[src/rtl/fetch_stage.sv]
// Instruction fetch stage with PC and IF/ID pipeline register for the 16-bit core.
// Optional perf counters (perf_fetched/perf_bubbles) are enabled by defining FETCH_PERF_CNT_EN.
module fetch_stage #(
  parameter int unsigned                   PC_WIDTH    = 16,
  parameter int unsigned                   INSTR_WIDTH = 16,
  parameter logic [PC_WIDTH-1:0]           RESET_PC    = 16'h0000,
  parameter logic [INSTR_WIDTH-1:0]        NOP_INSTR   = 16'h0000
) (
  input  logic                   clk,
  input  logic                   rst,
  input  logic                   stall,
  input  logic                   branch_taken,
  input  logic [PC_WIDTH-1:0]    branch_target,
  input  logic [INSTR_WIDTH-1:0] imem_data,
  output logic [PC_WIDTH-1:0]    imem_addr,
  output logic [INSTR_WIDTH-1:0] if_id_instr,
  output logic [PC_WIDTH-1:0]    if_id_pc_plus2,
  output logic                   if_id_valid,
  output logic                   halted
`ifdef FETCH_PERF_CNT_EN
  ,
  output logic [15:0]            perf_fetched,
  output logic [15:0]            perf_bubbles
`endif
);

  localparam logic [PC_WIDTH-1:0] PC_STEP     = PC_WIDTH'(2);
  localparam logic [PC_WIDTH-1:0] RESET_PC_P2 = RESET_PC + PC_STEP;
  localparam logic [3:0]          OP_HLT      = 4'b1111;

  logic [PC_WIDTH-1:0]    r_pc;
  logic [INSTR_WIDTH-1:0] r_instr;
  logic [PC_WIDTH-1:0]    r_pc_plus2;
  logic                   r_valid;
  logic                   r_halted;

  logic [PC_WIDTH-1:0]    w_pc_plus2;
  logic [PC_WIDTH-1:0]    w_target_plus2;
  logic                   w_is_hlt;

  assign w_pc_plus2     = r_pc + PC_STEP;
  assign w_target_plus2 = branch_target + PC_STEP;
  assign w_is_hlt       = (imem_data[INSTR_WIDTH-1 -: 4] == OP_HLT);

  // Priority: rst > branch_taken > stall > halted > normal fetch.
  always_ff @(posedge clk or posedge rst) begin
    if (rst) begin
      r_pc       <= RESET_PC;
      r_instr    <= NOP_INSTR;
      r_pc_plus2 <= RESET_PC_P2;
      r_valid    <= 1'b0;
      r_halted   <= 1'b0;
    end else if (branch_taken) begin
      r_pc       <= branch_target;
      r_instr    <= NOP_INSTR;
      r_pc_plus2 <= w_target_plus2;
      r_valid    <= 1'b0;
      r_halted   <= 1'b0;
    end else if (stall) begin
      r_pc       <= r_pc;
      r_instr    <= r_instr;
      r_pc_plus2 <= r_pc_plus2;
      r_valid    <= r_valid;
      r_halted   <= r_halted;
    end else if (r_halted) begin
      r_instr    <= NOP_INSTR;
      r_valid    <= 1'b0;
    end else begin
      r_instr    <= imem_data;
      r_pc_plus2 <= w_pc_plus2;
      r_valid    <= 1'b1;
      // HLT enters IF/ID as a valid word, but the PC freezes on its address.
      if (w_is_hlt) begin
        r_halted <= 1'b1;
      end else begin
        r_pc     <= w_pc_plus2;
      end
    end
  end

  assign imem_addr      = r_pc;
  assign if_id_instr    = r_instr;
  assign if_id_pc_plus2 = r_pc_plus2;
  assign if_id_valid    = r_valid;
  assign halted         = r_halted;

`ifdef FETCH_PERF_CNT_EN
  logic [15:0] r_perf_fetched;
  logic [15:0] r_perf_bubbles;
  logic        w_fetch_valid;

  // Every non-reset cycle is either a valid load or a bubble (flush, halt drain, stall hold).
  assign w_fetch_valid = ~branch_taken & ~stall & ~r_halted;

  always_ff @(posedge clk or posedge rst) begin
    if (rst) begin
      r_perf_fetched <= '0;
      r_perf_bubbles <= '0;
    end else if (w_fetch_valid) begin
      if (r_perf_fetched != '1) r_perf_fetched <= r_perf_fetched + 16'd1;
    end else begin
      if (r_perf_bubbles != '1) r_perf_bubbles <= r_perf_bubbles + 16'd1;
    end
  end

  assign perf_fetched = r_perf_fetched;
  assign perf_bubbles = r_perf_bubbles;
`endif

endmodule
[config.mk]
export PLATFORM = sky130hd
export DESIGN_NAME = fetch_stage
export DESIGN_NICKNAME = d
export VERILOG_FILES = /design/src/rtl/fetch_stage.sv
export SDC_FILE = /design/constraint.sdc
export NUM_CORES = 1
export LEC_CHECK = 0
export ABC_AREA = 0
export ABC_CLOCK_PERIOD_IN_PS = 3600
export BUFFER_PORTS_ARGS = -buffer_cell sky130_fd_sc_hd__buf_2
export CORE_ASPECT_RATIO = 1.2
export CORE_MARGIN = 8
export CORE_UTILIZATION = 55
export CTS_CLUSTER_SIZE = 30
export DETAILED_ROUTE_END_ITERATION = 12
export GPL_TIMING_DRIVEN = 0
export HOLD_SLACK_MARGIN = 0.02
export PLACE_DENSITY = 0.83
export SETUP_SLACK_MARGIN = 0.4
export SYNTH_ARGS = -nofsm -noshare
export SYNTH_HDL_FRONTEND = slang
export SYNTH_SLANG_ARGS = --single-unit
[constraint.sdc]
create_clock -name clk -period 3.6 [get_ports clk]
set_input_delay 0.18 -clock clk [delete_from_list [all_inputs] [get_ports clk]]
set_output_delay 0.18 -clock clk [all_outputs]
set_load 0.005 [all_outputs]
==> results.cfg <==
[status]
outcome = finished, final reports clean

[critical_path]
worstSetupEndpoint = if_id_pc_plus2[11]$_DFFE_PP0P_
cp-startpoint = imem_addr[1]$_DFFE_PP0P_
cpPeakStageDelay_ns = 0.48
worstSetupStartpointType = flip-flop
regToRegStartpoint = imem_addr[1]$_DFFE_PP0P_
path_class = flip-flop to flip-flop
timing.critical_path.cells = ha_1 -> nand3_2 -> nor2_4 -> and3_1 -> xnor2_1 -> a221oi_2
worstRegToRegCells = 6
critPathRequiredTime_ns = 3.83
critical_path.endpoint_type = flip-flop
arrival_ns = 2.11
worstReg2RegEnd = if_id_pc_plus2[11]$_DFFE_PP0P_
worst-path-max-fanout = 8
rrSetupSlack_ns = 1.72
worst_path_max_delay_cell = sky130_fd_sc_hd__dfrtp_1

[synthesis]
netlist_instances = 276
synth_area_per_cell_um2 = 9.71
ranking_of_synthesized_cells_by_area = sky130_fd_sc_hd__dfrtp_1, sky130_fd_sc_hd__xnor2_1, sky130_fd_sc_hd__xor2_1, sky130_fd_sc_hd__nand2_1, sky130_fd_sc_hd__a22o_1
synth_area_leader_cell = sky130_fd_sc_hd__dfrtp_1
synth-seq-cells = 50
synth_nets = 314
ys_seq_area_share_pct = 46.8
synth_cell_type_count = 41
synth_edf_count = 0
summed_instance_area_of_the_synthesized_netlist_mm2 = 0.00268
asyncSetResetFlopFracSynth_pct = 100
ys.warnings.count = 0
ys_dominant_reg_cell = sky130_fd_sc_hd__dfrtp_1
proportion_of_netlist_area_held_by_the_largest_area_contributor_pct = 45.8

[route]
postRouteAntennaNets = 0
top_layer_reached_by_signal_wires = met4
totalWireLength_mm = 7.57
initial_drc_count = 218
first_pass_iters = 4
detail_route.wl_per_cell_um = 17.6
remaining_drc_errors = 0
met2WireLength_mm = 3.80
detail_route.wirelength.met1_mm = 2.98
detailroute.wirelength.met3_um = 636
routed_via_density = 5.73
routed-via-count = 2465

[timing]
worst_pin_slew_ns = 0.554
post-route-period-util_pct = 52.2
worst_skew_ns = 0.00759
achievable-frequency_mhz = 532
setup_viol_count_final = 0
layout_setup_ws_ns = 1.72
hold_fails_final_rpt = 0
final.setup.tns_ns = 0
grt_setup_unrepaired = false
timing_max_transition_violations_final = 0
final_period_minus_worst_setup_slack_ns = 1.88
slew_headroom_pct = 63.1
worst_slack_on_hold_paths_ns = 0.0870

[die]
ioPinCount = 86
die_width_um = 79.7
die_height_um = 92.5
core_region_area_mm2 = 0.00480
floorplan.die_area_mm2 = 0.00737
rows = 28
effective_utilization_at_floorplan_pct = 55.8

[clocking]
cts.reportedPaths.clkPinSlew_ns = 0.10
cts_made_buffers = 5
htree_num_levels = 2
cts_tree = done
clock_latency_ns = 0.31
clock-root-buffer = sky130_fd_sc_hd__clkbuf_8
cts.path.max_buffers = 2
clock_sinks = 50

[power_and_ir_drop]
cellLeakagePower_nw = 1.57
vdd_drop_max_mv = 0.282
cellPowerDensity_mw_per_mm2 = 385

[global_routing]
first_global_vias = 2546
largest_net_degree_at_the_start_of_global_routing = 42
gr-usage-all-layers_pct = 20.9
grt_antenna_before_repair = 0
global_route_wire_length_before_repair_mm = 12.3
globalRoute.totalOverflow = 0

[final_layout]
area_added_between_synthesis_and_finish_pct = 23.0
antenna_fix_cells = 0
final_cell_mix = sky130_fd_sc_hd__buf_2, sky130_fd_sc_hd__dfrtp_1, sky130_fd_sc_hd__nand2_1
layout_cells_sized_above_1_pct = 30.8
mostFrequentLayoutCell = sky130_fd_sc_hd__buf_2
register_area_mm2 = 0.00125
nets = 407
fillCellCount = 395
multiInputGateArea_mm2 = 0.00135

[run]
max_cap_viol_count = 0

[place]
place.port_buffers = 84
finalWeightedCongestion = 0.896
worst_slack_after_detailed_placement_ns = 1.78
hpwlAfterDp_mm = 5.58

[min_path]
hold_path_class = primary input to flip-flop
area by class of cell:
| type | instances | share of cell area [%] |
|---|---|---|
| repair buffers | 86 | 13.7 |
| plain buffers | 15 | 1.97 |
| flip-flops and latches | 50 | 38.0 |
| multi-input cells | 209 | 41.1 |
| inverters | 2 | 0.228 |
| clock inverters | 3 | 0.646 |
| clock buffers | 5 | 2.09 |
| well taps | 60 | 2.28 |
sequential cells by signal, summed over array words and instances, names as in the netlist:
register and cells:
halted 1, if_id_instr 16, if_id_pc_plus2 16, if_id_valid 1, imem_addr 16
worst max-delay path: cells and delay by family (launching register included):
| kind | cells | cell delay (ns) |
|---|---|---|
| AO/OA/AOI/OAI | 1 | 0.26 |
| adder cells (fa/ha/maj) | 1 | 0.27 |
| flip-flops | 1 | 0.48 |
| XOR/XNOR | 1 | 0.09 |
| AND/OR/NAND/NOR | 3 | 0.70 |
metal layers:
metal	vias up	GRT usage [%]
li1	1154	-
met1	1181	24.2
met2	117	35.7
met3	13	5.52
met4	0	7.74
met5	-	0
power breakdown:
group | internal, mW | switching (mW)
Clock | 0.137 | 0.197
Sequential | 0.614 | 0.0495
Combinational | 0.126 | 0.146
per-stage QoR:
stage,utilization (%),power (mW),instances,instance area [um^2]
floorplan,-,0.815,276,2680
global placement,66.1,0.931,420,3170
detailed placement,66.6,0.945,421,3190
CTS,68.6,1.28,430,3290
global route,68.6,1.34,430,3290
finish,68.6,1.27,430,3290
worst min-delay path by stage:
stage	start	to	cells after the start
global route	imem_data[8]	if_id_instr[8]$_DFFE_PP0P_	2
finish	imem_data[8]	if_id_instr[8]$_DFFE_PP0P_	2
CTS	imem_data[8]	if_id_instr[8]$_DFFE_PP0P_	2
detailed placement	rst	if_id_instr[8]$_DFFE_PP0P_	2
floorplan	branch_target[10]	imem_addr[10]$_DFFE_PP0P_	2
global placement	imem_data[0]	if_id_instr[0]$_DFFE_PP0P_	2
cell usage after synthesis (all sizes together), types with 2 or more instances:
master   n
nand3   14
clkbuf  10
xor2    17
a22o    16
a211oi   4
a21o     5
nand4    6
o21ai   22
nor3     7
mux2     2
a21oi    7
and4     3
mux2i    4
and3     5
inv      2
nor2b    2
nor2    22
xnor2   20
nor4     2
ha       2
buf      5
dfrtp   49
nand2   39
repair_timing:
| action | in CTS | in global routing |
|---|---|---|
| hold buffers | 1 | 0 |
| gates resized for setup | 0 | 0 |
| setup buffers | 0 | 0 |
| hold endpoints to repair | 9 | 0 |
cells by family (layout without fill, tap and decap cells):
kind of cell	count (synthesis)	in the layout	share of synthesized area (%)
AO/OA/AOI/OAI	61	61	15.6
XOR/XNOR	37	37	12.1
adder cells (fa/ha/maj)	2	2	0.934
buffers and inverters	17	111	2.71
flip-flops	50	50	46.8
multiplexers	6	6	2.34
AND/OR/NAND/NOR	103	103	19.6
Note: power is estimated with default switching activity, not from simulation.
